[config.mk]
export PLATFORM = sky130hd
export DESIGN_NAME = id_ex_skid_reg
export DESIGN_NICKNAME = d
export VERILOG_FILES = /design/src/rtl/id_ex_pkg.sv /design/src/rtl/id_ex_hazard_cmp.sv /design/src/rtl/id_ex_skid_reg.sv
export SDC_FILE = /design/constraint.sdc
export NUM_CORES = 1
export LEC_CHECK = 0
export ABC_AREA = 0
export CORE_AREA = 2 2 189 173
export CTS_BUF_LIST = sky130_fd_sc_hd__clkbuf_8
export CTS_CLUSTER_SIZE = 20
export DETAILED_ROUTE_END_ITERATION = 16
export DIE_AREA = 0 0 191 175
export GPL_TIMING_DRIVEN = 0
export PLACE_DENSITY_LB_ADDON = 0.05
export SLEW_MARGIN = 20
export SYNTH_ARGS = -nofsm -noshare
export SYNTH_HDL_FRONTEND = slang
export SYNTH_SLANG_ARGS = --single-unit
[constraint.sdc]
create_clock -name clk -period 10.8 [get_ports clk]
set_input_delay 2.7 -clock clk [delete_from_list [all_inputs] [get_ports clk]]
set_output_delay 2.7 -clock clk [all_outputs]
set_load 0.005 [all_outputs]
[src/rtl/id_ex_pkg.sv]
// Shared types for the ID/EX skid register: slot state encoding, default widths,
// the default-width slot layout and the bubble control value.
package id_ex_pkg;

    localparam int DATA_W_DEF = 128;
    localparam int CTRL_W_DEF = 16;
    localparam int REG_W_DEF  = 5;

    typedef enum logic [1:0] {
        EMPTY = 2'd0,
        BUSY  = 2'd1,
        FULL  = 2'd2
    } state_t;

    // Slot layout at default widths; parameterised instances declare the same field order locally.
    typedef struct packed {
        logic [REG_W_DEF-1:0]  rs1;
        logic [REG_W_DEF-1:0]  rs2;
        logic [REG_W_DEF-1:0]  rd;
        logic                  mem_rd;
        logic [CTRL_W_DEF-1:0] ctrl;
        logic [DATA_W_DEF-1:0] data;
    } slot_t;

    localparam logic [CTRL_W_DEF-1:0] NOP_CTRL = '0;

endpackage

[src/rtl/id_ex_hazard_cmp.sv]
// Load-use comparator: flags an incoming consumer of the load currently held in EX.
// Only instantiated when ID_EX_LOAD_USE_EN is defined.
module id_ex_hazard_cmp
    import id_ex_pkg::*;
#(
    parameter int REG_W = REG_W_DEF
) (
    input  logic             i_in_valid,
    input  logic             i_out_valid,
    input  logic             i_out_mem_rd,
    input  logic [REG_W-1:0] i_out_rd,
    input  logic [REG_W-1:0] i_in_rs1,
    input  logic [REG_W-1:0] i_in_rs2,
    output logic             o_hz
);

    logic w_rd_nonzero;
    logic w_rd_match;

    // x0 is hardwired, so a load targeting it never creates a dependency.
    assign w_rd_nonzero = (i_out_rd != '0);
    assign w_rd_match   = (i_out_rd == i_in_rs1) | (i_out_rd == i_in_rs2);
    assign o_hz         = i_in_valid & i_out_valid & i_out_mem_rd & w_rd_nonzero & w_rd_match;

endmodule

[src/rtl/id_ex_skid_reg.sv]
// ID/EX pipeline register with valid/ready handshake, 2-entry skid buffer and flush.
// Optional load-use stall compiled in with `define ID_EX_LOAD_USE_EN.
module id_ex_skid_reg
    import id_ex_pkg::*;
#(
    parameter int DATA_W = DATA_W_DEF,
    parameter int CTRL_W = CTRL_W_DEF,
    parameter int REG_W  = REG_W_DEF
) (
    input  logic              clk,
    input  logic              reset,
    input  logic              flush,
    input  logic              in_valid,
    output logic              in_ready,
    input  logic [REG_W-1:0]  in_rs1,
    input  logic [REG_W-1:0]  in_rs2,
    input  logic [REG_W-1:0]  in_rd,
    input  logic              in_mem_rd,
    input  logic [CTRL_W-1:0] in_ctrl,
    input  logic [DATA_W-1:0] in_data,
    output logic              out_valid,
    input  logic              out_ready,
    output logic [REG_W-1:0]  out_rs1,
    output logic [REG_W-1:0]  out_rs2,
    output logic [REG_W-1:0]  out_rd,
    output logic              out_mem_rd,
    output logic [CTRL_W-1:0] out_ctrl,
    output logic [DATA_W-1:0] out_data,
    output logic              hazard_stall,
    output logic [1:0]        dbg_state
);

    // Handshake: a transfer happens on a rising edge where valid & ready are both high;
    // valid never waits on ready, and in_ready depends only on registered state (plus the load-use compare).
    typedef struct packed {
        logic [REG_W-1:0]  rs1;
        logic [REG_W-1:0]  rs2;
        logic [REG_W-1:0]  rd;
        logic              mem_rd;
        logic [CTRL_W-1:0] ctrl;
        logic [DATA_W-1:0] data;
    } entry_t;

    state_t r_state;
    state_t w_state_nxt;
    entry_t r_main;
    entry_t r_skid;
    entry_t w_in_entry;
    logic   w_out_valid;
    logic   w_in_ready;
    logic   w_in_fire;
    logic   w_hz;
    logic   w_load_main;
    logic   w_load_skid;
    logic   w_main_from_skid;

    assign w_in_entry = '{rs1: in_rs1, rs2: in_rs2, rd: in_rd, mem_rd: in_mem_rd,
                          ctrl: in_ctrl, data: in_data};

`ifdef ID_EX_LOAD_USE_EN
    id_ex_hazard_cmp #(
        .REG_W(REG_W)
    ) u_hazard_cmp (
        .i_in_valid  (in_valid),
        .i_out_valid (w_out_valid),
        .i_out_mem_rd(r_main.mem_rd),
        .i_out_rd    (r_main.rd),
        .i_in_rs1    (in_rs1),
        .i_in_rs2    (in_rs2),
        .o_hz        (w_hz)
    );
`else
    assign w_hz = 1'b0;
`endif

    assign w_out_valid = (r_state != EMPTY);
    assign w_in_ready  = ~reset & (r_state != FULL) & ~w_hz;
    assign w_in_fire   = in_valid & w_in_ready;

    always_comb begin
        w_state_nxt      = r_state;
        w_load_main      = 1'b0;
        w_load_skid      = 1'b0;
        w_main_from_skid = 1'b0;
        if (flush) begin
            w_state_nxt = EMPTY;
        end else begin
            case (r_state)
                EMPTY: begin
                    if (w_in_fire) begin
                        w_state_nxt = BUSY;
                        w_load_main = 1'b1;
                    end
                end
                BUSY: begin
                    if (w_in_fire && out_ready) begin
                        w_load_main = 1'b1;
                    end else if (w_in_fire) begin
                        w_state_nxt = FULL;
                        w_load_skid = 1'b1;
                    end else if (out_ready) begin
                        w_state_nxt = EMPTY;
                    end
                end
                FULL: begin
                    // The skid entry is older than anything upstream, so it refills main first.
                    if (out_ready) begin
                        w_state_nxt      = BUSY;
                        w_load_main      = 1'b1;
                        w_main_from_skid = 1'b1;
                    end
                end
                default: begin
                    w_state_nxt = EMPTY;
                end
            endcase
        end
    end

    always_ff @(posedge clk or posedge reset) begin
        if (reset) begin
            r_state <= EMPTY;
        end else begin
            r_state <= w_state_nxt;
        end
    end

    // Flush only clears occupancy; payload and ids stay put for downstream debug visibility.
    always_ff @(posedge clk or posedge reset) begin
        if (reset) begin
            r_main <= '0;
            r_skid <= '0;
        end else begin
            if (w_load_main) begin
                r_main <= w_main_from_skid ? r_skid : w_in_entry;
            end
            if (w_load_skid) begin
                r_skid <= w_in_entry;
            end
        end
    end

    assign in_ready     = w_in_ready;
    assign out_valid    = w_out_valid;
    assign out_rs1      = r_main.rs1;
    assign out_rs2      = r_main.rs2;
    assign out_rd       = r_main.rd;
    assign out_mem_rd   = r_main.mem_rd & w_out_valid;
    assign out_ctrl     = w_out_valid ? r_main.ctrl : CTRL_W'(NOP_CTRL);
    assign out_data     = r_main.data;
    assign hazard_stall = w_hz;
    assign dbg_state    = r_state;

endmodule
# Word-level counts from Yosys, hierarchy flattened
# Cells that the tools add are included.
[classes]
n_mux = 19
reduce_logical = 4
n_eq_ne = 7
bitwise = 4
[ops]
columns = ["op", "n"]
rows = [
  ["$mux 160", 1],
  ["$mux 16", 1],
  ["$mux 2", 6],
  ["$mux 1", 9],
  ["$ne 3x3->1 const B", 3],
  ["$pmux 2 s3", 1],
  ["$ne 4x4->1 const B", 1],
  ["$reduce_and 4->1", 1],
  ["$and 1x1->1", 3],
  ["$pmux 1 s3", 1],
  ["$eq 2x1->1 const B", 1],
  ["$eq 2x2->1 const B", 1],
  ["$logic_not 2->1", 1],
  ["$ne 2x2->1 const B", 1],
  ["$reduce_bool 2->1", 1],
  ["$logic_and 1x1->1", 1],
  ["$not 1->1", 1],
]
[totals]
output_inout_bits = 165
register_bits = 322
inputBits = 165
elab_cells = 47

# Logic depth before layout (Yosys ltp)
[depth]
word_depth = 7
mapped_depth = 8
depth_no_buf = 4

# Least setup slack after synthesis
# Ideal clock, no wire load.
[synth_timing]
path_type = "input -> register"
startpoint = "in reset"
endpoint = "reg r_main (netlist bit out_data[30])"
setup_slack_ps = -502
n_path_buf = 3
arrival_time_ps = 11170
setup_time_ps = 132
required_ps = 10668
stages = 7
cell_sequence = "inv_1 -> a41oi_2 -> buf_4 -> buf_6 -> buf_2 -> nand2_1 -> o21ai_1"
[synth_via]
elab_chain_len = 7
word_cells_on_any_way = 8
classes_between = "4 x mux; 3 x bitwise; 1 x reduce/logical"
[synth_lines]
columns = ["item", "line", "source"]
rows = [
  ["from (decl)", "id_ex_skid_reg.sv:11", "input logic reset,"],
  ["$not 1->1 *", "id_ex_skid_reg.sv:77", "assign w_in_ready = ~reset & (r_state != FULL) & ~w_hz;"],
  ["$and 1x1->1 *", "id_ex_skid_reg.sv:77", ""],
  ["$and 1x1->1 *", "id_ex_skid_reg.sv:78", "assign w_in_fire = in_valid & w_in_ready;"],
  ["$logic_and 1x1->1", "id_ex_skid_reg.sv:96", "if (w_in_fire && out_ready) begin"],
  ["$mux 1", "id_ex_skid_reg.sv:96", ""],
  ["$pmux 1 s3 *", "id_ex_skid_reg.sv:88", "case (r_state)"],
  ["$mux 1 *", "id_ex_skid_reg.sv:85", "if (flush) begin"],
  ["to (signal assigned)", "id_ex_skid_reg.sv:135", "r_main <= w_main_from_skid ? r_skid : w_in_entry;"],
  ["to (decl)", "id_ex_skid_reg.sv:46", "entry_t r_main;"],
]
# Mark *: on every way between the ends. The rest lies on a longest branch, timed or not.
# A chain may end at the register's enable or synchronous reset.

# Worst setup path in the final report
[layout_timing]
startpoint = "in reset"
endpoint = "out in_ready"
[layout_via]
elab_chain_len = 2
[layout_lines]
columns = ["item", "line", "source"]
rows = [
  ["$not 1->1", "id_ex_skid_reg.sv:77", ""],
  ["$and 1x1->1", "id_ex_skid_reg.sv:77", ""],
  ["to (decl)", "id_ex_skid_reg.sv:14", "output logic in_ready,"],
]
# Every way passes these cells.

==> metrics.yaml <==
outcome:
  status: "complete, no violations"
drt:
  postRouteWirelength_um: 35000
  drtPass1Iterations: 4
  wl_per_cell_um: 16.9
  drtIter0Drc: 414
  drc: 0
  routed_via_density: 4.85
  vias: 10000
  ant_nets: 0
final_layout:
  multi_input_area_mm2: 0.00503
  fillerInstances: 2619
  nets: 1777
  drive_gt1_share_pct: 17.5
  final_cell_mix: "clkdlybuf4s50_1 (328), dfrtp_1 (322), nand2_1 (161)"
  areaGrowthSynthToFinish_pct: 35.1
  stdcell_count: 2069
  seq_area_mm2: 0.00806
  layout_commonest_cell: "clkdlybuf4s50_1"
clock_network:
  numCtsBuffers: 55
  cts.clk_slew.worst_paths_ns: 0.05
  root_buffer: "clkbuf_8"
  cts.htree.levels: 2
  cts_setup_buffers: 0
  holdBufCountCts: 0
  cts.sinks: 322
  cts_tree: "built"
  clockBufferDepth: 3
  cts_resized: 0
  insertion_delay_ns: 0.58
power_and_ir_drop:
  p_leak_nw: 8.96
  max-vdd-ir-drop_v: 0.000103
  powerDensity_mw_per_mm2: 169
placed_design:
  gp_congestion: 0.752
  io_buffers: 328
  dp.cells: 1971
  dp_slack_ns: 4.23
  dpl.hpwl_um: 24700
worst_setup_path:
  worstSetupEndpointType: "output pin"
  cp_slowest_stage_delay_ns: 0.52
  worst_path_max_delay_cell: "clkdlybuf4s50_1"
  path_common_cell: "clkdlybuf4s50_1"
  crit_fanout: 4
  regToRegSetupSlack_ns: 8.52
  crit_path_cell_trace: "clkdlybuf4s50_1 > nor2_1 > clkdlybuf4s50_1"
  crit_type: "primary input to output pin"
  worstPathRequired_ns: 8.10
  worstPathArrival_ns: 3.87
  startpoint_type: "primary input"
global_routing:
  grt_use_total_pct: 21.1
  grt_pass1_vias: 10200
  grt_antenna_before_repair: 8
  grt_pass1_wl_um: 55200
  grt_max_degree: 34
  grt_overflow_total: 0
synth:
  yosys_warnings: 0
  synthAdderAreaFrac_pct: 0
  synth_nets: 1380
  synth_mux_area_share_pct: 23.4
  synth.distinct_cells: 22
  synth_compound_area_share_pct: 5.73
  ys_ff_latch: 322
  yosys.area_share.simple_pct: 5.32
  synth.avg_cell_area_um2: 12.0
  postSynthCellCount: 1215
  ys_seq_area_share_pct: 55.3
  synth_top_family_by_area: "multiplexers"
  syn_area_mm2: 0.0146
  synthTopCellsByArea: "dfrtp_1 (55%), mux2_1 (12%), mux2i_1 (11%)"
  yosysTopAreaCell: "dfrtp_1"
  synth-xor-area-share_pct: 0
  synth_top_area_share_pct: 55.3
timing:
  fmax_mhz: 152
  maxSlewViolCount: 0
  rsz0062_at_grt: "no"
  slew_headroom_pct: 55.8
  period_share_pct: 60.9
  worst_slack_ns: 4.23
  worstMarginPinSlew_ns: 0.660
  post-route-min-period_ns: 6.57
  setup_viol: 0
  fin_skew_ns: 0.0194
  hold_viol: 0
floorplan:
  coreArea_mm2: 0.0314
  start_util_pct: 46.4
  io_pins: 330
  die_x_um: 191
  die_area_mm2: 0.0334
  rows: 62
  die_h_um: 175
min_path:
  hp-class: "flip-flop to flip-flop"
flow_run:
  max_cap_viol_count: 0
-- power by group --
part | internal, mW | switching (mW)
Combinational | 0.489 | 0.250
Clock | 0.553 | 0.481
Sequential | 1.44 | 0.117
Total | 2.48 | 0.848
-- synth_stat cells --
cell,number
nor2b_1,18
mux2i_1,160
clkbuf_1,14
nor4bb_1,1
inv_1,3
buf_2,32
mux2_1,160
nand2b_1,2
dfrtp_1,322
a21oi_1,2
o21ai_1,160
clkbuf_4,10
nor3b_2,1
a41oi_2,1
buf_4,158
conb_1,1
mux2_2,1
nor2_1,5
nand2_1,161
nor3_1,1
o22a_1,1
buf_6,1
-- kinds of logic (layout without fill, tap and decap cells) --
| family | Yosys count | count (layout) |
|---|---|---|
| multiplexers | 321 | 321 |
| buffers and inverters | 218 | 652 |
| flip-flops | 322 | 322 |
| AO/OA/AOI/OAI | 164 | 164 |
| AND/OR/NAND/NOR | 189 | 189 |
| other | 1 | 5 |
-- per-stage QoR --
stage                     power [mW]  utilization (%)  cell area, µm²  hold WS [ns]  setup TNS, ns
after floorplan                 1.93                -           14600         0.448              0
after global placement          2.29             58.5           18400         0.458        -309.07
after detailed placement        2.33             59.4           18700         0.470              0
after CTS                       3.38             62.7           19700         0.482              0
after global routing            3.53             62.7           19700         0.497              0
final                           3.33             62.7           19700         0.480              0
-- layout make-up --
| class | count | area share (%) |
|---|---|---|
| Buffer | 215 | 7.54 |
| Clock inverter | 27 | 0.584 |
| Timing Repair Buffer | 340 | 18.0 |
| Inverter | 3 | 0.0762 |
| Sequential cell | 322 | 40.9 |
| Multi-Input combinational cell | 675 | 25.5 |
| Antenna cell | 4 | 0.0508 |
| Clock buffer | 67 | 4.68 |
| Tap cell | 416 | 2.64 |
-- registers in the layout, indices dropped and copies added (netlist names) --
name       flops
out_rs1        5
out_data     128
r_main        17
out_rd         5
out_rs2        5
dbg_state      2
r_skid       160
-- worst paths after layout --
check                             start      endpoint  cells after the start
min reg2reg                 r_main[129]   r_main[129]                      2
max reg2reg                dbg_state[1]  out_data[41]                      6
max                               reset      in_ready                      3
min in group asynchronous         reset   r_skid[114]                      2
max in group asynchronous         reset    r_skid[10]                      7
min                         r_main[129]   r_main[129]                      2
-- routing by layer --
layer  share of wire (%)  global-route usage (%)
met1                  44                    28.8
met5                0.12                       0
met3                 7.7                    5.88
met4                 2.2                    6.91
met2                  46                    32.4
-- worst max-delay path: cells and delay by family --
kind                   cells  cell delay [ns]
buffers and inverters      2             1.04
AND/OR/NAND/NOR            1             0.14
Power figures use the tool's default switching activity.
==> patch: new RTL, config.mk and constraints unchanged <==
The option `ID_EX_LOAD_USE_EN` is turned on by a define.
--- a/src/rtl/id_ex_skid_reg.sv
+++ b/src/rtl/id_ex_skid_reg.sv
@@ -1,5 +1,7 @@
 // ID/EX pipeline register with valid/ready handshake, 2-entry skid buffer and flush.
 // Optional load-use stall compiled in with `define ID_EX_LOAD_USE_EN.
+`define ID_EX_LOAD_USE_EN
+
 module id_ex_skid_reg
     import id_ex_pkg::*;
 #(
Formal check against the unedited RTL: not equivalent (a bounded check fails within 4 cycles, from zero or initial values and one cycle with reset high).
==> patch against the original RTL <==
Non-clock buffer count decreased by 20; register-to-register slack got worse by 0.79 ns; area after synthesis increased by 5.3%; die area unchanged; sequential power increased by 11%; clock power increased by 9%; final area increased by 4.4%; setup slack got worse by 0.66 ns; routed wire length decreased by 4.2%; sequential cell count unchanged; power increased by 19%; critical endpoint unchanged; largest cell class unchanged; largest power group unchanged.
==> patch: results (changes against the original RTL) <==
* Critical R2R Capture: out_data[71]$_DFFE_PP0P_ (was out_data[41]$_DFFE_PP0P_)
* Slew margin rel. at 43.43% (was 55.85%)
* WHS at 0.4824 ns (was 0.4798 ns)
* Seq/Total Area, Yosys at 52.49% (was 55.25%)
* Synth top cells by count: dfrtp_1, mux2_2, mux2_1 (was dfrtp_1, nand2_1, mux2_1, mux2i_1, o21ai_1)
* First-pass GRT wire length at 53100 um (was 55240 um)
* Setup slack, reg-to-reg at 7.73 ns (was 8.52 ns)
* I/O Buffers at 329 (was 328)
* Fillers at 2454 (was 2619)
* Vias after detailed routing at 9364 (was 10036)
* Yosys cell types at 33 (was 22)
* Hold endpoint: r_skid[123]$_DFFE_PP0P_ (was r_main[129]$_DFFE_PP0P_)
* Complex-gate fraction of the synthesized area at 0.8477% (was 5.731%)
* Multiplexer share of the synthesized area at 35.14% (was 23.41%)
* Nets at 1622 (was 1777)
* Internal power at 2968 uW (was 2482 uW)
* Overall global routing resource usage at 20.24% (was 21.07%)
* Xor/xnor share of the synthesized area at 0.5705% (was 0%)
* Clock Skew at 0.01344 ns (was 0.01936 ns)
* CTS buffer count at 54 (was 55)
* Detail Placement HPWL at 24080 um (was 24730 um)
* Synth top area cells: dfrtp_1, mux2_2, mux2_1 (was dfrtp_1, mux2_1, mux2i_1)
* Initial DRC Count at 179 (was 414)
* Hold_sp: r_skid[123]$_DFFE_PP0P_ (was r_main[129]$_DFFE_PP0P_)
* Share of layout cells above drive strength 1 at 36.87% (was 17.53%)
* Avg WL per Cell at 17.45 um (was 16.93 um)
* Max incr delay on CP at 0.55 ns (was 0.52 ns)
* Vias in the first global route at 9941 (was 10177)
* GP Congestion at 0.7191 (was 0.7519)
* Status: completed (unchanged)
[patch: changes by cell type after synthesis, moves of 10 or more]
cell / change
o21ai_1: -160
mux2i_1: -160
nor2b_1: -16
and2_1: +16
mux2_2: +279
nand2_1: -157
xnor2_1: +10
mux2_1: +39
buf_8: +10
clkbuf_4: -10
buf_2: -21
[patch: power groups by stage]
stage	combinational, uW	sequential [uW]	clock (uW)
6_report	1100	1730	1120
5_1_grt	1190	1780	1210
4_1_cts	1120	1730	1160
3_5_place_dp	1110	1750	0
3_3_place_gp	1080	1740	0
2_1_floorplan	614	1700	0
[patch: how the worst max path moves through the flow]
stage              start  slack, ns                        to  depth (start not counted)
5_1_grt        in_rs1[1]       3.41                  in_ready                          7
4_1_cts        in_rs1[2]       3.52                  in_ready                          7
3_5_place_dp   in_rs1[2]       3.52                  in_ready                          7
3_3_place_gp       reset       1.25    r_skid[47]$_DFFE_PP0P_                          2
6_report       in_rs2[4]       3.56                  in_ready                          7
2_1_floorplan      reset       3.81  dbg_state[0]$_DFFE_PP0P_                          1
[patch: routing by layer]
layer  part of all wire [%]  vias up  global-route usage, %
li1                       -     4407                      -
met4                    2.5        0                  6.492
met5                      0        -                      0
met2                     45      250                  31.94
met3                    8.6       62                  7.030
met1                     43     4645                  26.11
[patch: logic make-up after synthesis]
group / count (synthesis)
flip-flops: 322
AO/OA/AOI/OAI: 13
AND/OR/NAND/NOR: 38
buffers and inverters: 199
XOR/XNOR: 10
multiplexers: 479
[patch: metrics by stage]
stage	instances	worst slack, ns	utilization, %
2_1_floorplan	1061	3.805	-
3_3_place_gp	1806	1.250	61.01
3_5_place_dp	1817	3.524	61.74
4_1_cts	1916	3.522	65.42
5_1_grt	1918	3.414	65.44
6_report	1922	3.563	65.47
[patch: cell type report]
| class | instances | share of cell area [%] |
|---|---|---|
| well taps | 416 | 2.530 |
| clock buffers | 78 | 5.219 |
| repair buffers | 340 | 17.12 |
| diodes | 6 | 0.07299 |
| flip-flops and latches | 322 | 39.17 |
| multi-input cells | 540 | 28.31 |
| plain buffers | 195 | 7.074 |
| inverters | 4 | 0.09124 |
| clock inverters | 21 | 0.4136 |
